==> src/rtl/hazard_ctrl.sv <==
// Hazard/forwarding controller for the IF/DE and DE/EX pipeline registers.
// Optional forwarding build: define HAZARD_FWD_EN (default: stall-only, no forwarding).
module hazard_ctrl #(
   parameter int unsigned REG_AW = 5,
   parameter int unsigned CNT_W  = 32
) (
   input  logic              clk,
   input  logic              rst,
   input  logic [REG_AW-1:0] rs1Addr,
   input  logic [REG_AW-1:0] rs2Addr,
   input  logic              rs1Used,
   input  logic              rs2Used,
   input  logic [REG_AW-1:0] rdDe,
   input  logic              ruWriteDe,
   input  logic [1:0]        ruDataSrcDe,
   input  logic              branchTaken,
   output logic              stallIF,
   output logic              stallDE,
   output logic              flushIF,
   output logic              flushDE,
   output logic [1:0]        fwdA,
   output logic [1:0]        fwdB,
   output logic [CNT_W-1:0]  stallCount
);

   typedef struct packed {
      logic              valid;
      logic [REG_AW-1:0] rd;
      logic              is_load;
   } sb_t;

   sb_t              ex_q, mem_q, wb_q, ex_d;
   logic [1:0]       fwd_a_q, fwd_b_q, fwd_a_d, fwd_b_d;
   logic [CNT_W-1:0] cnt_q;
   logic             a_ex, a_mem, b_ex, b_mem, hazard;
   logic             unused_sb;

   function automatic logic src_match(input logic [REG_AW-1:0] s, input logic used,
                                      input sb_t e);
      return used && e.valid && (s != '0) && (s == e.rd);
   endfunction

   assign a_ex  = src_match(rs1Addr, rs1Used, ex_q);
   assign a_mem = src_match(rs1Addr, rs1Used, mem_q);
   assign b_ex  = src_match(rs2Addr, rs2Used, ex_q);
   assign b_mem = src_match(rs2Addr, rs2Used, mem_q);

`ifdef HAZARD_FWD_EN
   // Only load-use must wait; every other RAW hazard is covered by a forward path.
   assign hazard    = (a_ex || b_ex) && ex_q.is_load;
   assign fwd_a_d   = a_ex ? 2'b01 : (a_mem ? 2'b10 : 2'b00);
   assign fwd_b_d   = b_ex ? 2'b01 : (b_mem ? 2'b10 : 2'b00);
   assign unused_sb = ^{wb_q, mem_q.is_load};
`else
   assign hazard    = a_ex || a_mem || b_ex || b_mem;
   assign fwd_a_d   = 2'b00;
   assign fwd_b_d   = 2'b00;
   assign unused_sb = ^{wb_q, mem_q.is_load, ex_q.is_load};
`endif

   always_comb begin
      stallIF = 1'b0;
      stallDE = 1'b0;
      flushIF = 1'b0;
      flushDE = 1'b0;
      if (!rst) begin
         if (branchTaken) begin
            flushIF = 1'b1;
            flushDE = 1'b1;
         end else if (hazard) begin
            stallIF = 1'b1;
            stallDE = 1'b1;
            flushDE = 1'b1;
         end
      end
   end

   always_comb begin
      ex_d         = '0;
      ex_d.valid   = ruWriteDe && (rdDe != '0) && !flushDE;
      ex_d.rd      = rdDe;
      ex_d.is_load = (ruDataSrcDe == 2'b01);
   end

   always_ff @(posedge clk) begin
      if (rst) begin
         ex_q    <= '0;
         mem_q   <= '0;
         wb_q    <= '0;
         fwd_a_q <= 2'b00;
         fwd_b_q <= 2'b00;
         cnt_q   <= '0;
      end else begin
         ex_q    <= ex_d;
         mem_q   <= ex_q;
         wb_q    <= mem_q;
         fwd_a_q <= flushDE ? 2'b00 : fwd_a_d;
         fwd_b_q <= flushDE ? 2'b00 : fwd_b_d;
         if (stallIF && (cnt_q != '1)) begin
            cnt_q <= cnt_q + {{(CNT_W-1){1'b0}}, 1'b1};
         end
      end
   end

   // Registered outputs are masked so every output reads zero for the whole reset window.
   assign fwdA       = rst ? 2'b00 : fwd_a_q;
   assign fwdB       = rst ? 2'b00 : fwd_b_q;
   assign stallCount = rst ? '0 : cnt_q;

endmodule

==> config.mk <==
export PLATFORM = sky130hd
export DESIGN_NAME = hazard_ctrl
export DESIGN_NICKNAME = d
export VERILOG_FILES = /design/src/rtl/hazard_ctrl.sv
export SDC_FILE = /design/constraint.sdc
export NUM_CORES = 1
export LEC_CHECK = 0
export ABC_AREA = 0
export CORE_MARGIN = 2
export CORE_UTILIZATION = 45
export DETAILED_ROUTE_END_ITERATION = 16
export PLACE_DENSITY = 0.76
export SYNTH_ARGS = -nofsm -noshare
export SYNTH_HDL_FRONTEND = slang
export SYNTH_SLANG_ARGS = --single-unit
export TNS_END_PERCENT = 20
==> constraint.sdc <==
create_clock -name clk -period 2.15 [get_ports clk]
set_input_delay 0.3225 -clock clk [delete_from_list [all_inputs] [get_ports clk]]
set_output_delay 0.3225 -clock clk [all_outputs]
set_load 0.005 [all_outputs]
==> results of run 1 <==
[power breakdown]
group | leakage, nW | switching [mW] | internal (mW) | total (mW)
sequential | 0.358 | 0.0110 | 0.824 | 0.835
combinational | 1.08 | 0.0791 | 0.0797 | 0.159
clock | 0.0541 | 0.295 | 0.344 | 0.639
[metrics by stage]
step	setup slack [ns]	area [um2]	hold WS, ns	setup TNS [ns]	util [%]
2_1_floorplan	0.0239	2630	0.444	0	-
3_3_place_gp	-0.610	3410	0.457	-17.18	61.2
3_5_place_dp	-0.715	3410	0.464	-20.80	61.2
4_1_cts	-0.203	3890	0.403	-4.52	69.8
5_1_grt	-0.325	4000	0.448	-7.99	71.8
6_report	-0.193	4000	0.409	-3.35	71.8
[state kept, by name (all words and copies together), names as in the netlist]
name / count
cnt_q: 32
ex_q: 6
mem_q: 6
[cells in the mapped netlist (5+ instances only)]
cell,instances,area [um2]
dfxtp_1,44,881
nor2b_1,40,250
nor2_1,26,97.6
a21oi_1,17,85.1
nand2_1,16,60.1
xor2_1,16,140
nand3_1,14,70.1
o21ai_0,14,70.1
mux2_2,13,146
or4_1,12,90.1
clkbuf_1,9,33.8
nor4_1,8,50.1
o31ai_1,8,60.1
and4_1,7,61.3
or3_1,7,43.8
buf_4,6,45.0
nor3_1,6,30.0
inv_1,5,18.8
[cell usage in the layout, fill, tap and decap left out, types with 9 or more instances in the layout]
master	synthesis	routed
nor2_1	26	23
a21oi_1	17	11
nand2_1	16	16
clkdlybuf4s50_1	0	42
o21ai_0	14	10
nand3_1	14	14
xor2_1	16	15
buf_4	6	29
or4_1	12	9
nor2b_1	40	40
dfxtp_1	44	41
[routing by layer]
| layer | GRT usage (%) | share of wire [%] | wire length [um] | up-vias |
|---|---|---|---|---|
| met5 | 0 | 0 | 0 | - |
| met4 | 11.0 | 2.1 | 170 | 0 |
| met3 | 4.83 | 4.5 | 357 | 15 |
| met1 | 30.8 | 41 | 3310 | 1282 |
| met2 | 44.4 | 52 | 4180 | 91 |
| li1 | - | - | - | 1286 |
[area by class of cell]
class	count	area (um2)	share of cell area, %
clock buffer	5	68.8	1.72
multi-input combinational	246	1950	48.8
clock inverter	3	42.5	1.06
sequential	44	887	22.2
timing repair buffer	95	941	23.5
tap	72	90.1	2.25
inverter	5	18.8	0.469
[worst paths after layout]
check                startpoint                endpoint  slack (ns)  depth (start not counted)
max                  rs2Addr[2]  cnt_q[10]$_SDFFE_PP0P_       -0.19                         11
min                         rst  cnt_q[12]$_SDFFE_PP0P_        0.41                          2
max reg2reg  ex_q[5]$_SDFF_PP0_  cnt_q[10]$_SDFFE_PP0P_       -0.19                          9
min reg2reg  ex_q[6]$_SDFF_PP0_     mem_q[6]$_SDFF_PP0_        0.48                          1
[worst reg2reg max path: stages, from the launching register on]
cell and delay [ns]:
dfxtp_1 0.42, xor2_1 0.12, nor4_2 0.31, a32oi_2 0.11, o32a_4 0.36, buf_8 0.15
buf_6 0.13, buf_16 0.13, or4_1 0.46, nand2_1 0.09
[logic make-up (layout without fill, tap and decap cells)]
kind of cell | count (synthesis) | count (layout) | synth area share (%)
simple gates | 161 | 161 | 36.7
compound gates | 47 | 47 | 11.5
flops | 44 | 44 | 33.7
buf+inv | 27 | 108 | 5.26
xor+xnor | 20 | 20 | 6.69
mux | 13 | 13 | 5.59
fa+ha+maj | 1 | 1 | 0.478
other cells | 1 | 4 | 0.143
[timing repair]
action                     CTS  global route
gates cloned                 3             0
pin swaps                   48            13
gates resized for setup     83            23
setup endpoints to repair   35            35
buffers inserted             6             0
==> impl_metrics.json, run 1 <==
{
  "status": "finished with violations",
  "violations": "setup timing",
  "diodes": 0,
  "cp.required_ns": 2.40,
  "clock_path_buffers": 2,
  "dp.cells": 454,
  "ant_nets": 0,
  "grt_usage_pct": 25.6,
  "port_buffers": 56,
  "syn_area_um2": 2620,
  "antenna_found_initial": 0,
  "clk_pin_slew_ns": 0.08,
  "min_period_ns": 2.34,
  "critPathMaxStageDelay_ns": 0.46,
  "drv_slew": 0,
  "num_rows": 27,
  "tritoncts": "done",
  "grt_pass1_vias": 2684,
  "clock_skew_ns": 0.00474,
  "cp-start-kind": "input port",
  "grt_pass1_wl_mm": 12.8,
  "grt-ovfl-total": 0,
  "io_pins": 63,
  "maxSlewHeadroom_pct": 57.6,
  "setup_ws_ns": -0.193,
  "cts_hold_buf": 0,
  "critPathKind": "in2reg",
  "synth_flop_cell": "dfxtp_1",
  "maxCapViolations": 0,
  "drc": 0,
  "yosysSeqAreaShare_pct": 33.7,
  "gp_congestion": 0.856,
  "final-instance-count-excl-fill": 470,
  "num_vias": 2674,
  "root_buffer": "clkbuf_8",
  "synth_edf_count": 0,
  "worstMarginPinSlew_ns": 0.630,
  "cpLargestDelayFamily": "simple AND/OR/NAND/NOR gates",
  "clk_latency_ns": 0.30,
  "post-route-period-util_pct": 109,
  "cp_data_arrival_time_ns": 2.59,
  "ys_ff_latch": 44,
  "crit_fanout": 7,
  "ir_drop_uv": 327,
  "dr.first_iter.drc_count": 165,
  "crit_chain": "dlygate4sd2_1 > buf_4 > xor2_1 > nor4_2 > a32oi_1 > o32a_4 > buf_8 > buf_6 > buf_16 > or4_1 > nand2_1",
  "grt_start_max_net_pins": 38,
  "power_mw": 1.63,
  "power_density_nw_per_um2": 408,
  "rsz0062_at_grt": "true",
  "max_freq_mhz": 427,
  "core_um2": 5570,
  "hpwl_mm": 4.94,
  "drive_gt1_share_pct": 29.9,
  "finalSetupViolations": 30,
  "ys_types": 46,
  "p_leak_nw": 1.50,
  "syn_to_final_growth_pct": 52.9,
  "synth_warnings": 0,
  "die_height_um": 80.3,
  "viasPerCell": 5.69,
  "critPathBufInv": 5,
  "hold_viol_final": 0,
  "cts_buffers": 5,
  "initial_core_util_pct": 47.0,
  "first_pass_iters": 5,
  "die_area_um2": 6440,
  "clock-sinks": 44,
  "endpoint_kind": "flop",
  "synthArstFlopShare_pct": 0,
  "min_path_type": "in2reg",
  "fillers": 406,
  "wl_per_cell_um": 17.1,
  "die_w_um": 80.3,
  "avgSynthCellArea_um2": 8.34,
  "critical-path-slowest-cell": "or4_1",
  "nNetsFinal": 421,
  "netlist_instances": 314,
  "wirelength_mm": 8.02,
  "htreeDepth": 2
}
No activity file was read; power rests on OpenSTA's default activity.
==> run 2, diff against run 1 <==
--- a/config.mk
+++ b/config.mk
@@ -7,9 +7,9 @@
 export LEC_CHECK = 0
 export ABC_AREA = 0
 export CORE_MARGIN = 2
-export CORE_UTILIZATION = 45
+export CORE_UTILIZATION = 54
 export DETAILED_ROUTE_END_ITERATION = 16
-export PLACE_DENSITY = 0.76
+export PLACE_DENSITY = 0.86
 export SYNTH_ARGS = -nofsm -noshare
 export SYNTH_HDL_FRONTEND = slang
 export SYNTH_SLANG_ARGS = --single-unit
==> constraint.sdc (replaced) <==
create_clock -name clk -period 2.9 [get_ports clk]
set_input_delay 0.435 -clock clk [delete_from_list [all_inputs] [get_ports clk]]
set_output_delay 0.435 -clock clk [all_outputs]
set_load 0.005 [all_outputs]
==> run 2 against run 1 <==
Compared with the run above:
- the flow now finishes without violations
- setup slack better by 0.27 ns
- sequential power down 26%
- die area down 16%
- wire length down 19%
- non-clock buffer count down 21
- utilization up 0.86 points
- clock skew up 0.0041 ns
- cell count down 8.3%
- critical path depth unchanged
- clock power down 28%
- global-route usage down 1.5 points
- via count down 7.0%
==> impl_metrics.json, run 2 (same netlist as run 1, synthesis figures left out) <==
{
  "status": "completed",
  "share_comb_of_total_power_pct": 8.9,
  "design_area_um2": 3410,
  "worstHoldEndpoint": "mem_q[6]$_SDFF_PP0_",
  "nNetsFinal": 400,
  "place_area_um2": 3270,
  "num_rows": 25,
  "reg2reg_from": "ex_q[5]$_SDFF_PP0_",
  "layout_common_cells": "46 x clkdlybuf4s50_1, 44 x dfxtp_1, 40 x nor2b_1",
  "hold_viol_final": 0,
  "rsz0062_at_grt": "true",
  "clock_path_buffers": 2,
  "r2r-end": "cnt_q[18]$_SDFFE_PP0P_",
  "grt_usage_pct": 24.1,
  "antenna_found_initial": 0,
  "drc": 0,
  "critPathMaxStageDelay_ns": 0.43,
  "min_path_type": "reg2reg",
  "viasPerCell": 5.77,
  "drive_gt1_share_pct": 14.1,
  "root_buffer": "clkbuf_8",
  "clock-sinks": 44,
  "syn_to_final_growth_pct": 30.3,
  "r2r_cells": 9,
  "crit_chain": "clkdlybuf4s50_1 > buf_4 > xor2_1 > nor4_1 > a32oi_1 > o32a_4 > buf_4 > buf_4 > buf_4 > nor4_1 > mux2_2",
  "ant_nets": 0,
  "power_density_nw_per_um2": 348,
  "p_leak_nw": 1.25,
  "cp.required_ns": 3.09,
  "num_vias": 2486,
  "maxCapViolations": 0,
  "tns_ns": 0,
  "core_um2": 4690,
  "min_period_ns": 2.82,
  "switching_share_pct": 22.3,
  "post-route-period-util_pct": 97.3,
  "hold_start": "ex_q[6]$_SDFF_PP0_",
  "diodes": 0,
  "max_freq_mhz": 354,
  "largest_reg_flops": 32,
  "htreeDepth": 2,
  "grt_pass1_vias": 2263,
  "crit_top_cell": "buf_4",
  "die_w_um": 73.6,
  "drv_slew": 0,
  "first_pass_iters": 4,
  "grt_start_max_net_pins": 40,
  "cpLargestDelayFamily": "buffers and inverters",
  "wirelength_mm": 6.46,
  "pwr-share-clk_pct": 39.0,
  "finalSetupViolations": 0,
  "grt-ovfl-total": 0,
  "maxSlewHeadroom_pct": 52.7,
  "top_regs": "cnt_q x32, ex_q x6, mem_q x6",
  "cp_data_arrival_time_ns": 3.01,
  "final_common_cell": "clkdlybuf4s50_1",
  "ir_drop_uv": 328,
  "die_height_um": 73.6,
  "clk_latency_ns": 0.30,
  "endpoint_kind": "flop",
  "worstMarginPinSlew_ns": 0.709,
  "gp_congestion": 0.945,
  "reg2reg_slack_ns": 0.22,
  "tritoncts": "done",
  "critPathBufInv": 5,
  "wl_per_cell_um": 15.0,
  "top_register": "cnt_q",
  "initial_core_util_pct": 55.8,
  "critical-path-slowest-cell": "clkdlybuf4s50_1",
  "cts_buffers": 5,
  "crit_fanout": 16,
  "clock_skew_ns": 0.00885,
  "hpwl_mm": 4.56,
  "internal_power_mw": 0.922,
  "clk_pin_slew_ns": 0.08,
  "whs_path_depth": 1,
  "cts_hold_buf": 0,
  "grt_pass1_wl_mm": 10.2,
  "dr.first_iter.drc_count": 185,
  "cp-start-kind": "input port",
  "die_area_um2": 5420,
  "critPathKind": "in2reg",
  "port_buffers": 56,
  "io_pins": 63,
  "p_seq_share_pct": 52.1,
  "p_sw_mw": 0.265,
  "utilization_pct": 72.7
}
==> run 2: cell count changes in the layout (fill, tap and decap cells not counted), sizes merged <==
cell | previous run | this run
buf | 42 | 19
bufbuf | 1 | 0
clkbuf | 5 | 6
clkdlybuf4s15 | 2 | 0
clkdlybuf4s50 | 42 | 46
clkinvlp | 1 | 0
dlygate4sd2 | 8 | 7
dlymetal6s2s | 0 | 2
==> run 2: power by group through the flow <==
stage | clock network (mW) | logic [mW] | registers, mW
after floorplan | 0 | 0.0526 | 0.631
after global placement | 0 | 0.103 | 0.633
after detailed placement | 0 | 0.105 | 0.633
after CTS | 0.474 | 0.104 | 0.619
after global routing | 0.499 | 0.115 | 0.620
final | 0.463 | 0.105 | 0.619
==> run 2: final cells by class <==
cell class	instances	area, um2
Clock buffer	6	72.6
Clock inverter	2	35.0
Fill cell	360	1280
Inverter	5	18.8
Multi-Input combinational cell	246	1640
Sequential cell	44	881
Tap cell	54	67.6
Timing Repair Buffer	74	699
==> run 2: worst max path at each step <==
stage                from                     end  depth (start not counted)
2_1_floorplan  rs2Addr[0]                 stallIF                          7
3_3_place_gp   rs1Addr[4]                 stallDE                          7
3_5_place_dp   rs1Addr[4]                 stallIF                          7
4_1_cts        rs2Addr[2]                 stallIF                          8
5_1_grt        rs2Addr[3]  cnt_q[18]$_SDFFE_PP0P_                         11
6_report       rs2Addr[3]  cnt_q[18]$_SDFFE_PP0P_                         11
==> run 2: per-stage QoR <==
stage	total power, mW	hold WS, ns	std cells	worst slack, ns
global route	1.23	0.504	431	-0.0474
detailed placement	0.738	0.462	421	-0.143
finish	1.19	0.471	431	0.0776
floorplan	0.683	0.444	317	0.596
CTS	1.20	0.473	431	0.0254
global placement	0.736	0.461	421	-0.135
==> run 2: repair_timing <==
| action | in CTS | in global routing |
|---|---|---|
| endpoints found under the setup margin | 3 | 17 |
| hold endpoints to repair | 0 | 0 |
| pin swaps | 7 | 3 |
| gates resized for setup | 11 | 5 |
| setup buffers | 2 | 0 |
==> run 2: per-layer routing <==
layer / track usage [%] / up-vias / routed length, um
li1: - / 1245 / -
met1: 31.7 / 1146 / 2890
met2: 40.1 / 84 / 3120
met3: 5.08 / 11 / 373
met4: 6.46 / 0 / 74
met5: 0 / - / 0
==> run 3, diff against run 2 <==
--- a/config.mk
+++ b/config.mk
@@ -6,6 +6,7 @@
 export NUM_CORES = 1
 export LEC_CHECK = 0
 export ABC_AREA = 0
+export CAP_MARGIN = 10
 export CORE_MARGIN = 2
 export CORE_UTILIZATION = 54
 export DETAILED_ROUTE_END_ITERATION = 16
==> results of run 3 <==
The final DEF is identical to that of run 2; final timing and power are the same.
